$ cat src/rtl/cpu_types_pkg.sv
// Shared CPU datapath types: word, register select, writeback arbiter state and result entry.
// Latency: n/a (types only).
// Backpressure: n/a (types only).
package cpu_types_pkg;

    localparam int WORD_W   = 32;
    localparam int REGSEL_W = 5;

    typedef logic [WORD_W-1:0]   word_t;
    typedef logic [REGSEL_W-1:0] regsel_t;

    typedef enum logic [1:0] {
        RUN       = 2'd0,
        FORCE     = 2'd1,
        HALT_WAIT = 2'd2,
        HALTED    = 2'd3
    } wb_arb_state_t;

    typedef struct packed {
        regsel_t wsel;
        word_t   wdat;
    } wb_entry_t;

endpackage

$ cat src/rtl/wb_result_fifo.sv
// Small FIFO holding long-latency-unit results waiting for the register-file write port.
// Latency: an entry pushed on one edge is visible at head from the next cycle.
// Backpressure: push is ignored when full, pop is ignored when empty; caller watches full/empty.
module wb_result_fifo
    import cpu_types_pkg::*;
#(
    parameter int DEPTH = 2,
    localparam int CW = $clog2(DEPTH + 1),
    localparam int PW = (DEPTH > 1) ? $clog2(DEPTH) : 1
) (
    input  logic          CLK,
    input  logic          nRST,
    input  logic          push,
    input  wb_entry_t     push_dat,
    input  logic          pop,
    output wb_entry_t     head,
    output logic          full,
    output logic          empty,
    output logic [CW-1:0] count
);

    wb_entry_t       r_mem [DEPTH];
    logic [PW-1:0]   r_wr_ptr;
    logic [PW-1:0]   r_rd_ptr;
    logic [CW-1:0]   r_count;
    logic            w_do_push;
    logic            w_do_pop;

    function automatic logic [PW-1:0] ptr_inc(input logic [PW-1:0] p);
        return (p == PW'(DEPTH - 1)) ? '0 : p + 1'b1;
    endfunction

    assign w_do_push = push && !full;
    assign w_do_pop  = pop && !empty;

    // Storage array; contents are don't-care until the count says otherwise, so no reset.
    always_ff @(posedge CLK) begin
        if (w_do_push) begin
            r_mem[r_wr_ptr] <= push_dat;
        end
    end

    // Pointer and occupancy tracking; reset empties the FIFO and drops anything pending.
    always_ff @(posedge CLK or negedge nRST) begin
        if (!nRST) begin
            r_wr_ptr <= '0;
            r_rd_ptr <= '0;
            r_count  <= '0;
        end else begin
            if (w_do_push) r_wr_ptr <= ptr_inc(r_wr_ptr);
            if (w_do_pop)  r_rd_ptr <= ptr_inc(r_rd_ptr);
            case ({w_do_push, w_do_pop})
                2'b10:   r_count <= r_count + 1'b1;
                2'b01:   r_count <= r_count - 1'b1;
                default: r_count <= r_count;
            endcase
        end
    end

    assign head  = r_mem[r_rd_ptr];
    assign full  = (r_count == CW'(DEPTH));
    assign empty = (r_count == '0);
    assign count = r_count;

endmodule

$ cat src/rtl/wb_port_arbiter.sv
// Shares the single register-file write port between pipeline writeback and queued LLU results; handles halt drain.
// Latency: pipe writes pass through the same cycle; LLU results write no earlier than the cycle after acceptance.
// Backpressure: llu_ready drops when the FIFO is full or halted; pipe_stall holds the pipeline for one forced-drain cycle.
// Optional build macro WB_ARB_STATS_EN adds a stall_count output counting forced-drain cycles.
module wb_port_arbiter
    import cpu_types_pkg::*;
#(
    parameter int FIFO_DEPTH   = 2,
    parameter int STARVE_LIMIT = 4
) (
    input  logic    CLK,
    input  logic    nRST,
    input  logic    pipe_wen,
    input  regsel_t pipe_wsel,
    input  word_t   pipe_wdat,
    input  logic    llu_valid,
    input  regsel_t llu_wsel,
    input  word_t   llu_wdat,
    output logic    llu_ready,
    input  logic    temp_halt,
    output logic    rf_wen,
    output regsel_t rf_wsel,
    output word_t   rf_wdat,
    output logic    pipe_stall,
    output logic    halt
`ifdef WB_ARB_STATS_EN
    ,
    output logic [31:0] stall_count
`endif
);

    localparam int CW = $clog2(FIFO_DEPTH + 1);
    localparam int SW = $clog2(STARVE_LIMIT + 1);

    wb_arb_state_t r_state;
    logic [SW-1:0] r_starve;
    logic          r_halt_latch;
    logic          r_halt;
    logic          r_pipe_stall;

    logic          w_push;
    logic          w_pop;
    logic          w_full;
    logic          w_empty;
    logic [CW-1:0] w_count;
    wb_entry_t     w_head;
    wb_entry_t     w_push_dat;
    logic [SW-1:0] w_starve_nxt;
    logic          w_starve_hit;
    logic          w_drained;

    // Results to r0 are accepted from the LLU but never stored.
    assign llu_ready        = !w_full && (r_state != HALTED);
    assign w_push           = llu_valid && llu_ready && (llu_wsel != '0);
    assign w_push_dat.wsel  = llu_wsel;
    assign w_push_dat.wdat  = llu_wdat;

    wb_result_fifo #(.DEPTH(FIFO_DEPTH)) u_fifo (
        .CLK      (CLK),
        .nRST     (nRST),
        .push     (w_push),
        .push_dat (w_push_dat),
        .pop      (w_pop),
        .head     (w_head),
        .full     (w_full),
        .empty    (w_empty),
        .count    (w_count)
    );

    // Write-port mux: pipe has priority unless forced drain; a pipe write to r0 yields the port.
    always_comb begin
        rf_wen  = 1'b0;
        rf_wsel = '0;
        rf_wdat = '0;
        w_pop   = 1'b0;
        case (r_state)
            RUN, HALT_WAIT: begin
                if (pipe_wen && (pipe_wsel != '0)) begin
                    rf_wen  = 1'b1;
                    rf_wsel = pipe_wsel;
                    rf_wdat = pipe_wdat;
                end else if (!w_empty) begin
                    rf_wen  = 1'b1;
                    rf_wsel = w_head.wsel;
                    rf_wdat = w_head.wdat;
                    w_pop   = 1'b1;
                end
            end
            FORCE: begin
                if (!w_empty) begin
                    rf_wen  = 1'b1;
                    rf_wsel = w_head.wsel;
                    rf_wdat = w_head.wdat;
                    w_pop   = 1'b1;
                end
            end
            default: ;
        endcase
    end

    // Starvation count of the FIFO head: clears on pop or empty, saturates at the limit.
    always_comb begin
        w_starve_nxt = r_starve;
        if (w_empty || w_pop) begin
            w_starve_nxt = '0;
        end else if (r_starve != SW'(STARVE_LIMIT)) begin
            w_starve_nxt = r_starve + 1'b1;
        end
    end

    assign w_starve_hit = (w_starve_nxt == SW'(STARVE_LIMIT));
    // FIFO will be empty after this edge and nothing new arrives.
    assign w_drained    = (w_count == CW'(w_pop)) && !w_push;

    // Arbiter FSM with registered stall and halt outputs.
    always_ff @(posedge CLK or negedge nRST) begin
        if (!nRST) begin
            r_state      <= RUN;
            r_starve     <= '0;
            r_halt_latch <= 1'b0;
            r_halt       <= 1'b0;
            r_pipe_stall <= 1'b0;
        end else begin
            r_starve <= w_starve_nxt;
            case (r_state)
                RUN: begin
                    if (w_starve_hit) begin
                        r_state      <= FORCE;
                        r_pipe_stall <= 1'b1;
                        r_halt_latch <= temp_halt;
                    end else if (temp_halt) begin
                        r_state <= HALT_WAIT;
                    end
                end
                FORCE: begin
                    r_pipe_stall <= 1'b0;
                    r_halt_latch <= 1'b0;
                    r_state      <= (r_halt_latch || temp_halt) ? HALT_WAIT : RUN;
                end
                HALT_WAIT: begin
                    if (w_drained) begin
                        r_state <= HALTED;
                        r_halt  <= 1'b1;
                    end
                end
                default: begin
                    r_state <= HALTED;
                    r_halt  <= 1'b1;
                end
            endcase
        end
    end

    assign pipe_stall = r_pipe_stall;
    assign halt       = r_halt;

`ifdef WB_ARB_STATS_EN
    logic [31:0] r_stall_count;

    // Forced-drain cycle counter, wraps naturally.
    always_ff @(posedge CLK or negedge nRST) begin
        if (!nRST) begin
            r_stall_count <= '0;
        end else if (r_state == FORCE) begin
            r_stall_count <= r_stall_count + 32'd1;
        end
    end

    assign stall_count = r_stall_count;
`endif

endmodule

$ cat config.mk
export PLATFORM = sky130hd
export DESIGN_NAME = wb_port_arbiter
export DESIGN_NICKNAME = d
export VERILOG_FILES = /design/src/rtl/cpu_types_pkg.sv /design/src/rtl/wb_result_fifo.sv /design/src/rtl/wb_port_arbiter.sv
export SDC_FILE = /design/constraint.sdc
export NUM_CORES = 1
export LEC_CHECK = 0
export CAP_MARGIN = 25
export CORE_MARGIN = 2
export CORE_UTILIZATION = 49
export CTS_BUF_LIST = sky130_fd_sc_hd__clkbuf_4 sky130_fd_sc_hd__clkbuf_8
export DETAILED_ROUTE_END_ITERATION = 8
export PLACE_DENSITY = 0.81
export SETUP_SLACK_MARGIN = 0.3
export SLEW_MARGIN = 20
export SYNTH_ARGS = -nofsm -noshare
export SYNTH_HDL_FRONTEND = slang
export SYNTH_HIERARCHICAL = 1
export SYNTH_SLANG_ARGS = --single-unit
$ cat constraint.sdc
create_clock -name CLK -period 3.8 [get_ports CLK]
set_input_delay 0.76 -clock CLK [delete_from_list [all_inputs] [get_ports CLK]]
set_output_delay 0.76 -clock CLK [all_outputs]
set_load 0.03 [all_outputs]
Word-level counts from Yosys, hierarchy flattened

Memories as Yosys holds them, arrays and structs flattened.
Cells that the tools add are included.

Memory bits (writable): 74
Word-level logic and storage cells: 79
Memories: 1
Input port bits: 79
Register bits: 12
Output and inout bits: 41

Add/subtract/negate cells: 5
Multiplexer cells: 29
Reduce and logical (&&, ||, !) cells: 23
Eq/ne operators: 12
Bitwise gates (word level): 1

Memory list:

| memory       | words | width | read ports | clocked after Yosys merged registers in | wr ports | RTL line             | text |
|---|---|---|---|---|---|---|---|
| u_fifo.r_mem | 2     | 37    | 1          | 0                                       | 1        | wb_result_fifo.sv:22 | `wb_entry_t r_mem [DEPTH];` |

Operator list:

| kind                                                            | count |
|---|---|
| 32-bit two-way mux                                              | 2 |
| 32-bit case mux with 2 select lines                             | 1 |
| 1-bit two-way mux                                               | 10 |
| 5-bit two-way mux                                               | 2 |
| 1-bit case mux with 2 select lines                              | 5 |
| 5-bit case mux with 2 select lines                              | 1 |
| 5-bit nonzero test                                              | 2 |
| 2-bit two-way mux                                               | 4 |
| 1-bit logical AND                                               | 7 |
| 2-bit == test, second input constant                            | 3 |
| 3-bit two-way mux                                               | 2 |
| 2-bit != test, second input constant                            | 3 |
| 3-bit != test, second input constant                            | 2 |
| 2-bit case mux with 3 select lines                              | 1 |
| 2-bit AND reduction                                             | 3 |
| 2-bit by 1-bit == test with 1-bit output, second input constant | 2 |
| 2-bit zero test                                                 | 2 |
| 2-bit case mux with 2 select lines                              | 1 |
| 2-bit nonzero test                                              | 2 |
| 2-bit OR reduction                                              | 2 |
| 3-bit by 1-bit adder with 3-bit output, second input constant   | 1 |
| 3-bit == test, second input constant                            | 1 |
| 1-bit zero test                                                 | 3 |
| 1-bit adder, second input constant                              | 2 |
| 5 further kinds                                                 | 6 |

Depth between registers and ports, before layout

Gate-level depths: netlist (run 1).

Depth in word-level cells: 9
Gate-level depth with buffers: 9
Gate-level depth less buffers: 8

Hierarchy

The synthesis (run 1) kept the hierarchy.

Modules (own cells, without submodules):

| module          | area an instance (um2) | sequential area each (um2) | cells an instance | times used |
|---|---|---|---|---|
| wb_result_fifo  | 2,949.1                | 2,322.2                    | 133               | 1 |
| wb_port_arbiter | 1,038.5                | 200.2                      | 182               | 1 |

Least setup slack after synthesis (run 1)

Ideal clock, no wire load.

Path type: input port to flip-flop
Start point: input llu_wsel[0]
End point: memory u_fifo/r_mem[0][0] in the netlist's numbering (enable)
Stages: 5
Slack: 0.603 ns
Required time: 3.369 ns
Path buffers: 0
Arrival: 2.766 ns
Setup time: 0.431 ns
Cell sequence: or4_1 o21ai_1 nor3_1 nand2_1 nor2_1

Longest elaborated chain between the ends: 5

Ends and longest elaborated chain:

| element                                 | RTL line              | text |
|---|---|---|
| from (decl)                             | wb_port_arbiter.sv:17 | `input regsel_t llu_wsel,` |
| 5-bit nonzero test                      | wb_port_arbiter.sv:54 | `assign w_push = llu_valid && llu_ready && (llu_wsel != '0);` |
| 1-bit logical AND                       | wb_port_arbiter.sv:54 |  |
| named net w_push                        | wb_port_arbiter.sv:41 | `logic w_push;` |
| 1-bit logical AND                       | wb_result_fifo.sv:33  | `assign w_do_push = push && !full;` |
| 1-bit two-way mux                       | wb_result_fifo.sv:38  | `if (w_do_push) begin` |
| 1-bit two-way mux (not written as such) | wb_result_fifo.sv:39  | `r_mem[r_wr_ptr] <= push_dat;` |
| to (decl)                               | wb_result_fifo.sv:22  |  |

The timed path passes the listed nets, and every way through them passes these cells.

Final worst setup path (run 1)

Start point: input pipe_wsel[0]
End point: output rf_wdat[5]

Longest elaborated chain between the ends: 4

Ends and longest elaborated chain:

| element                             | RTL line              | text |
|---|---|---|
| from (decl)                         | wb_port_arbiter.sv:14 | `input regsel_t pipe_wsel,` |
| 5-bit nonzero test                  | wb_port_arbiter.sv:78 | `if (pipe_wen && (pipe_wsel != '0)) begin` |
| 1-bit logical AND                   | wb_port_arbiter.sv:78 |  |
| 32-bit two-way mux                  | wb_port_arbiter.sv:78 |  |
| 32-bit case mux with 2 select lines | wb_port_arbiter.sv:76 | `case (r_state)` |
| to (decl)                           | wb_port_arbiter.sv:23 | `output word_t rf_wdat,` |

Every way passes these cells.

==> impl_metrics.env, run 1 <==
export IMPL_antenna_found_initial=0
export IMPL_pre_cts_ws_ns=0.00274
export IMPL_path_max_fanout=12
export IMPL_finalHoldViolations=0
export IMPL_clkSinkCount=86
export IMPL_worst_slack_ns=0.332
export IMPL_power_leakage_uw=0.00215
export IMPL_wirelength_mm=8.84
export IMPL_cts_buffer_depth=2
export IMPL_core_area_sq_um=7810
export IMPL_final_cells=550
export IMPL_setup_viol=0
export IMPL_cap_viol_max_count=0
export IMPL_skew_ns=0.00802
export IMPL_slew_headroom_pct=37.3
export IMPL_cts_made_buffers=9
export IMPL_wl_per_cell_um=16.1
export IMPL_chipWidth_um=94.2
export IMPL_drv_slew=0
export IMPL_final_min_clock_period_ns=3.47
export IMPL_p_total_uw=2430
export IMPL_ys_flop_type="edfxtp_1"
export IMPL_grt_pass1_vias=2914
export IMPL_synth_warnings=6
export IMPL_vias=2831
export IMPL_crit_required_ns=3.04
export IMPL_seq_area_frac_synth_pct=63.3
export IMPL_syn_area_sq_um=3990
export IMPL_path_clk_slew_ns=0.08
export IMPL_hpwl_mm=5.92
export IMPL_nets=526
export IMPL_syn_inst=315
export IMPL_placed_area_sq_um=5230
export IMPL_drive_gt1_share_pct=21.4
export IMPL_async_reset_ff_share_pct=14.0
export IMPL_syn_nets=397
export IMPL_worst_pin_slew_ns=0.941
export IMPL_vias_per_cell=5.15
export IMPL_fin_tns_setup_ns=0
export IMPL_drc_errors=0
export IMPL_syn_avg_cell_area_sq_um=12.7
export IMPL_synth_edf_count=74
export IMPL_fp_row_count=32
export IMPL_root_buffer="clkbuf_8"
export IMPL_ir_worst_vdd_mv=0.269
export IMPL_die_height_um=94.2
export IMPL_portBuffers=119
export IMPL_worstSetupPathType="in -> out"
export IMPL_holdCritPathClass="reg -> reg"
export IMPL_ioPinCount=120
export IMPL_overflow=0
export IMPL_gp_congestion=0.766
export IMPL_setup_worst_path_end_class="output port"
export IMPL_grt_pass1_wl_mm=13.6
export IMPL_grt_util_all_layers_pct=20.4
export IMPL_critPathLaunchType="input port"
export IMPL_start_util_pct=51.1
export IMPL_powerDensity_nw_per_um2=434
export IMPL_grt_max_degree=43
export IMPL_critical_path_arrival_ns=2.71
export IMPL_antenna_cells=0
export IMPL_insertion_delay_ns=0.34
export IMPL_area_growth_pct=40.4
export IMPL_n_fill_cell=535
export IMPL_dr_pass1_iters=4
export IMPL_place_inst=524
export IMPL_finalCritPeriodShare_pct=91.3
export IMPL_drt_iter0_drc=129
export IMPL_cts_htree_levels=3
export IMPL_dieArea_sq_um=8880
export IMPL_status="complete, no violations"
export IMPL_rsz0062_at_grt="true"
export IMPL_drtAntennaViolNets=0
export IMPL_ys_ff_latch=86
export IMPL_ys_types=38
export IMPL_postLayoutCellArea_sq_um=5600
export IMPL_cts_tree="built"
export IMPL_max_freq_mhz=288
[repair_timing]
action                                  CTS  global route
buffers inserted                          2             6
endpoints found under the setup margin   38            29
cloned                                    2             1
pin swaps                                 2             2
resized for setup                        13             7
hold buffers                              0             0
[placed cells by master, fill, tap and decap left out, types with 2 or more instances in the layout]
cell type | synthesis | layout
dfrtp_1 | 12 | 11
inv_1 | 8 | 8
nor2_1 | 11 | 9
mux2_2 | 17 | 17
nor2_4 | 0 | 2
nor3_1 | 3 | 3
edfxtp_1 | 74 | 74
a21o_1 | 2 | 2
a21oi_4 | 1 | 5
bufinv_16 | 0 | 3
o21ai_1 | 22 | 22
a21oi_1 | 3 | 2
dlygate4sd2_1 | 0 | 8
ha_1 | 3 | 3
dlymetal6s2s_1 | 0 | 5
a221o_1 | 2 | 2
buf_4 | 0 | 30
o21ai_0 | 18 | 18
nand2b_1 | 3 | 3
nand2_1 | 77 | 77
buf_12 | 0 | 2
xnor2_1 | 3 | 3
clkdlybuf4s50_1 | 0 | 85
nand3b_1 | 2 | 2
clkbuf_8 | 0 | 9
xor2_1 | 2 | 2
mux2_4 | 20 | 20
[metrics by stage]
step | util, % | hold slack (ns)
finish | 71.7 | 0.482
global route | 71.7 | 0.491
CTS | 70.6 | 0.480
detailed placement | 67.0 | 0.462
global placement | 67.0 | 0.455
floorplan | - | 0.461
[routing by layer]
layer / wire length [um] / vias up / track usage, %
met3: 390 / 14 / 3.69
met4: 159 / 0 / 8.57
li1: - / 1392 / -
met1: 3640 / 1348 / 24.2
met5: 0 / - / 0
met2: 4650 / 77 / 36.1
[worst max-delay path: stages]
cell and delay [ns]:
clkdlybuf4s50_1 0.47, nor3_4 0.39, a21oi_4 0.10, buf_12 0.17, o21ai_1 0.13, clkdlybuf4s50_1 0.68
[power by group]
part	internal [uW]	switching, uW
Clock	437	299
Sequential	1060	103
Combinational	331	196
[Yosys cell counts (2+ instances only)]
cell type | number | share of area [%]
nand3b_1 | 2 | 0.38
nor3_1 | 3 | 0.38
a21o_1 | 2 | 0.38
mux2_4 | 20 | 7.5
ha_1 | 3 | 0.94
xor2_1 | 2 | 0.44
edfxtp_1 | 74 | 56
o21ai_0 | 18 | 2.3
and3_1 | 2 | 0.31
a221o_1 | 2 | 0.50
o21ai_1 | 22 | 2.8
nor2_1 | 11 | 1.0
nand2_1 | 77 | 7.2
a21oi_1 | 3 | 0.38
inv_1 | 8 | 0.75
dfrtp_1 | 12 | 7.5
mux2_2 | 17 | 4.8
buf_1 | 2 | 0.19
buf_6 | 3 | 0.85
xnor2_1 | 3 | 0.66
clkbuf_1 | 6 | 0.56
nand2b_1 | 3 | 0.47
buf_2 | 5 | 0.63
[state kept, by name, summed over array words and instances (netlist names)]
signal and count:
halt 1, u_fifo/r_wr_ptr 1, u_fifo/r_mem 74, u_fifo/count 2, r_halt_latch 1, u_fifo/r_rd_ptr 1
r_state 2, pipe_stall 1, r_starve 3
[cell families after synthesis]
group / Yosys count / share of synthesized area [%]
buffers and inverters: 24 / 2.98
multiplexers: 37 / 12.3
AO/OA/AOI/OAI: 53 / 7.84
AND/OR/NAND/NOR: 107 / 11.5
XOR/XNOR: 5 / 1.10
adder cells (fa/ha/maj): 3 / 0.941
flip-flops: 86 / 63.3
[cell type report]
cell class	instances	area [sq um]	share of cell area, %
inverter	8	30.0	0.536
clock buffer	10	131	2.35
sequential	86	2520	45.1
timing repair buffer	131	1260	22.5
tap	102	128	2.28
multi-input combinational	208	1430	25.5
clock inverter	5	98.8	1.76
[worst paths after layout]
path                       slack (ns)              startpoint                          end  cells after the start
min reg2reg                      0.48        halt$_DFFE_PN0P_             halt$_DFFE_PN0P_                      1
max                              0.33            pipe_wsel[0]                   rf_wdat[5]                      6
min in group asynchronous        0.77                    nRST  u_fifo/count[1]$_DFFE_PN0P_                      1
min                              0.48        halt$_DFFE_PN0P_             halt$_DFFE_PN0P_                      1
max reg2reg                      1.42  r_state[0]$_DFFE_PN0P_  u_fifo/count[1]$_DFFE_PN0P_                      9
max in group asynchronous        2.62                    nRST  u_fifo/r_rd_ptr$_DFFE_PN0P_                      1
Note: power is estimated with default switching activity, not from simulation.
==> run 2: changes to the inputs <==
Settings changed: CAP_MARGIN 25 to 20, SETUP_SLACK_MARGIN 0.3 to not set.
==> run 2 against run 1 <==
  * Total power is 0.26% lower
  * Routed wire length is 3.6% lower
  * Via count is 2.5% lower
  * First-iteration DRC count is 6.2% lower
  * Non-clock buffer count is 8 lower
  * Global-route usage is 0.97 points lower
  * Utilization is 1.5 points lower
  * Hold slack worse by 0.0098 ns
  * Register-to-register slack better by 0.10 ns
  * Sequential power hardly changed
  * Critical path depth stayed put
  * Setup slack worse by 0.16 ns
  * Largest power group unchanged
  * Highest routed layer unchanged
==> impl_metrics.env, run 2 (synthesis results as in run 1) <==
export IMPL_place_inst=524
export IMPL_core_area_sq_um=7810
export IMPL_reg_top3="u_fifo/r_mem: 74 flops, r_starve: 3 flops"
export IMPL_critPathLaunchType="input port"
export IMPL_dr_pass1_iters=4
export IMPL_portBuffers=119
export IMPL_worstSetupPathType="in -> out"
export IMPL_ioPinCount=120
export IMPL_overflow=0
export IMPL_largest_register="u_fifo/r_mem"
export IMPL_grt_util_all_layers_pct=19.4
export IMPL_fp_row_count=32
export IMPL_holdCritPathClass="reg -> reg"
export IMPL_timing_rr_start="r_state[0]$_DFFE_PN0P_"
export IMPL_finalHoldViolations=0
export IMPL_final_cell_mix="clkdlybuf4s50_1, nand2_1, edfxtp_1, buf_4, o21ai_1"
export IMPL_ir_worst_vdd_mv=0.268
export IMPL_antenna_found_initial=0
export IMPL_gp_congestion=0.766
export IMPL_antenna_cells=0
export IMPL_rsz0062_at_grt="false"
export IMPL_finalCritPeriodShare_pct=95.5
export IMPL_cts_repair_resized=0
export IMPL_crit_required_ns=3.04
export IMPL_holdWs_ns=0.473
export IMPL_final_common_cell="clkdlybuf4s50_1"
export IMPL_setup_viol=0
export IMPL_hold_buffers=0
export IMPL_chipWidth_um=94.2
export IMPL_cap_viol_max_count=0
export IMPL_wl_per_cell_um=15.8
export IMPL_max_freq_mhz=276
export IMPL_vias_per_cell=5.11
export IMPL_drv_slew=0
export IMPL_power_leakage_uw=0.00196
export IMPL_path_max_fanout=20
export IMPL_drtAntennaViolNets=0
export IMPL_drt_iter0_drc=121
export IMPL_cts_htree_levels=3
export IMPL_grt_pass1_vias=2817
export IMPL_status="complete, no violations"
export IMPL_hpwl_mm=5.92
export IMPL_setup_worst_path_end_class="output port"
export IMPL_clkSinkCount=86
export IMPL_skew_ns=0.00781
export IMPL_wirelength_mm=8.52
export IMPL_final_min_clock_period_ns=3.63
export IMPL_slew_headroom_pct=37.3
export IMPL_die_height_um=94.2
export IMPL_cts_buffer_depth=2
export IMPL_drc_errors=0
export IMPL_worstHoldStart="halt$_DFFE_PN0P_"
export IMPL_drive_gt1_share_pct=19.4
export IMPL_grt_pass1_wl_mm=13.0
export IMPL_dieArea_sq_um=8880
export IMPL_fin_tns_setup_ns=0
export IMPL_critical_path_arrival_ns=2.87
export IMPL_start_util_pct=51.1
export IMPL_path_clk_slew_ns=0.08
export IMPL_vias=2759
export IMPL_largest_register_ff_count=74
export IMPL_fin_util_pct=70.2
export IMPL_n_fill_cell=553
export IMPL_nets=516
export IMPL_grt_max_degree=43
export IMPL_area_growth_pct=37.5
export IMPL_crit_start="pipe_wsel[3]"
export IMPL_insertion_delay_ns=0.34
export IMPL_cts_made_buffers=9
export IMPL_cts_setup_buffers=0
export IMPL_cts_tree="built"
export IMPL_final_cells=540
export IMPL_worst_pin_slew_ns=0.940
export IMPL_powerDensity_nw_per_um2=442
export IMPL_root_buffer="clkbuf_8"
## run 2: cell count changes in the layout (fill, tap and decap cells not counted), sizes merged
cell / previous run / this run
clkdlybuf4s50: 85 / 98
dlymetal6s2s: 5 / 0
a21oi: 7 / 5
dlygate4sd2: 8 / 0
buf: 33 / 25
## run 2: final cells by class
type | count | area, sq um | share of cell area (%)
Sequential cell | 86 | 2520 | 46.0
Inverter | 8 | 30.0 | 0.548
Clock buffer | 10 | 131 | 2.40
Clock inverter | 5 | 98.8 | 1.80
Tap cell | 102 | 128 | 2.33
Multi-Input combinational cell | 206 | 1390 | 25.3
Timing Repair Buffer | 123 | 1180 | 21.5
## run 2: worst paths after layout
check	to	slack (ns)	depth (start not counted)
max reg2reg	u_fifo/count[1]$_DFFE_PN0P_	1.52	7
max	rf_wdat[12]	0.17	6
min reg2reg	halt$_DFFE_PN0P_	0.47	1
min	halt$_DFFE_PN0P_	0.47	1
min in group asynchronous	halt$_DFFE_PN0P_	0.77	1
max in group asynchronous	u_fifo/r_rd_ptr$_DFFE_PN0P_	2.63	1
## run 2: through the flow
step                setup WS [ns]  total power, uW  cell area, sq um
finish                      0.171             2420              5480
global route               0.0182             2530              5480
CTS                      0.000191             2440              5460
detailed placement        0.00274             1710              5230
global placement           0.0992             1690              5230
floorplan                   0.603             1560              3990
## run 2: layer usage
layer / track usage, % / wire length (um)
met1: 22.9 / 3610
met2: 34.0 / 4400
met3: 3.85 / 334
met4: 8.70 / 179
met5: 0 / 0
## run 2: worst max-delay path, stage by stage
cell	delay, ns
clkdlybuf4s50_1	0.54
nor2_1	0.15
a21oi_4	0.50
nand2_1	0.10
o21ai_1	0.10
clkdlybuf4s50_1	0.70
## run 2: power by group
| part | switching, uW | total, uW | internal [uW] | leakage (uW) |
|---|---|---|---|---|
| Sequential | 102 | 1170 | 1060 | 0.000803 |
| Combinational | 194 | 523 | 329 | 0.00104 |
| Clock | 299 | 736 | 437 | 0.000117 |
| Total | 594 | 2420 | 1830 | 0.00196 |
==> run 3: changes to the inputs <==
Settings changed: CORE_ASPECT_RATIO set to 2, CTS_CLUSTER_SIZE set to 28.
==> run 3 against run 2 <==
  * Count of clock-buffer cells in the layout decreased by 1
  * Setup slack improved by 0.14 ns
  * Via count increased by 0.62%
  * Hold slack better by 0.037 ns
  * Fmax up 3.9%
  * First-iteration DRC count up 32%
  * Die area is 0.50% higher
  * Cell count shrank 0.74%
  * Critical path depth is the same
  * Non-clock buffer count rose by 2
  * Total power down 5.7%
  * Sequential power about the same
  * Critical endpoint is now rf_wdat[31]
==> impl_metrics.env, run 3 (synthesis results as in run 1) <==
export IMPL_antenna_found_initial=0
export IMPL_die_height_um=132
export IMPL_hold_path_depth=1
export IMPL_ir_worst_vdd_mv=0.335
export IMPL_worstHoldStart="halt$_DFFE_PN0P_"
export IMPL_worstSetupPathType="in -> out"
export IMPL_drv_slew=0
export IMPL_setup_worst_path_end_class="output port"
export IMPL_cts_made_buffers=9
export IMPL_holdCritPathClass="reg -> reg"
export IMPL_final_cell_mix="clkdlybuf4s50_1, nand2_1, edfxtp_1, buf_4, o21ai_1"
export IMPL_cap_viol_max_count=0
export IMPL_reg2reg_to="u_fifo/count[1]$_DFFE_PN0P_"
export IMPL_insertion_delay_ns=0.35
export IMPL_crit_required_ns=3.04
export IMPL_finalCritPeriodShare_pct=91.9
export IMPL_portBuffers=119
export IMPL_drive_gt1_share_pct=19.3
export IMPL_cts_htree_levels=3
export IMPL_power_leakage_uw=0.00194
export IMPL_final_min_clock_period_ns=3.49
export IMPL_skew_ns=0.00353
export IMPL_drc_errors=0
export IMPL_grt_pass1_vias=2851
export IMPL_powerDensity_nw_per_um2=421
export IMPL_overflow=0
export IMPL_n_fill_cell=585
export IMPL_crit_path_max_incr_delay_ns=0.71
export IMPL_grt_pass1_wl_mm=13.5
export IMPL_place_inst=520
export IMPL_path_clk_slew_ns=0.08
export IMPL_drtAntennaViolNets=0
export IMPL_wl_per_cell_um=16.0
export IMPL_core_area_sq_um=7940
export IMPL_gp_congestion=0.780
export IMPL_critPathLaunchType="input port"
export IMPL_rsz0062_at_grt="false"
export IMPL_cts_tree="built"
export IMPL_antenna_cells=0
export IMPL_final_common_cell="clkdlybuf4s50_1"
export IMPL_grt_util_all_layers_pct=20.8
export IMPL_ioPinCount=120
export IMPL_nets=517
export IMPL_fp_row_count=46
export IMPL_grt_max_degree=46
export IMPL_hold_buffers=0
export IMPL_slew_headroom_pct=40.7
export IMPL_critical_path_arrival_ns=2.73
export IMPL_fin_tns_setup_ns=0
export IMPL_vias_per_cell=5.18
export IMPL_start_util_pct=50.2
export IMPL_area_growth_pct=36.1
export IMPL_finalHoldViolations=0
export IMPL_crit_chain="clkdlybuf4s50_1 -> nor3_2 -> a21oi_4 -> buf_12 -> o21ai_0 -> clkdlybuf4s50_1"
export IMPL_worst_pin_slew_ns=0.890
export IMPL_hpwl_mm=6.33
export IMPL_cts_setup_buffers=0
export IMPL_status="complete, no violations"
export IMPL_path_max_fanout=36
export IMPL_timing_rr_start="r_state[0]$_DFFE_PN0P_"
export IMPL_cpMostUsedCell="clkdlybuf4s50_1"
export IMPL_vias=2776
export IMPL_clkSinkCount=86
export IMPL_reg_top3="u_fifo/r_mem: 74 flops, r_starve: 3 flops"
export IMPL_r2r_cells=10
export IMPL_setup_viol=0
export IMPL_wirelength_mm=8.58
export IMPL_min_to="halt$_DFFE_PN0P_"
export IMPL_drt_iter0_drc=160
export IMPL_dieArea_sq_um=8920
export IMPL_max_freq_mhz=286
export IMPL_cts_repair_resized=0
export IMPL_root_buffer="clkbuf_8"
export IMPL_slowest_stage="clkdlybuf4s50_1"
export IMPL_cts_buffer_depth=2
export IMPL_dr_pass1_iters=4
export IMPL_r2r_slack_ns=1.35
export IMPL_largest_register_ff_count=74
export IMPL_chipWidth_um=67.8
export IMPL_largest_register="u_fifo/r_mem"
export IMPL_final_cells=536
## run 3: routing by layer
layer / vias up / wire, um / share of wire (%) / track usage [%]
met5: - / 0 / 0 / 0
met4: 0 / 281 / 3.3 / 10.0
met3: 20 / 355 / 4.1 / 4.02
met2: 74 / 5070 / 59 / 39.1
met1: 1312 / 2870 / 34 / 20.1
li1: 1370 / - / - / -
## run 3: how the worst max path moves through the flow
| stage | from | endpoint | slack (ns) | cells past startpoint |
|---|---|---|---|---|
| after global placement | pipe_wsel[4] | rf_wdat[31] | 0.38 | 6 |
| after global routing | pipe_wsel[4] | rf_wdat[25] | 0.18 | 6 |
| after detailed placement | pipe_wsel[4] | rf_wdat[26] | 0.32 | 6 |
| final | pipe_wsel[4] | rf_wdat[31] | 0.31 | 6 |
| after floorplan | llu_wsel[0] | u_fifo/r_mem[0][0]$_DFFE_PP_ | 0.60 | 5 |
| after CTS | pipe_wsel[4] | rf_wdat[31] | 0.31 | 6 |
## run 3: layout make-up
type,instances,area [sq um],share of cell area [%]
repair buffers,125,1200,22.0
inverters,8,30.0,0.554
clock inverters,7,65.1,1.20
clock buffers,9,124,2.28
flip-flops and latches,86,2520,46.5
multi-input cells,205,1370,25.2
well taps,96,120,2.21
## run 3: metrics by stage
stage                     instance area, sq um  hold slack (ns)  utilization (%)  power (uW)  setup WS, ns
after floorplan                           3990            0.461                -        1560         0.603
after global placement                    5240            0.461             65.9        1690         0.382
after detailed placement                  5240            0.488             65.9        1710         0.323
after CTS                                 5430            0.507             68.3        2300         0.308
after global routing                      5430            0.541             68.3        2400         0.176
final                                     5430            0.509             68.3        2290         0.307
## run 3: power breakdown
| part | switching [uW] | internal, uW |
|---|---|---|
| sequential | 91.1 | 1060 |
| combinational | 202 | 328 |
| clock | 304 | 298 |
| total | 597 | 1690 |
## run 3: critical path, delay by kind of cell
kind	cells	cell delay, ns
buffers and inverters	3	1.33
AO/OA/AOI/OAI	2	0.29
AND/OR/NAND/NOR	1	0.34
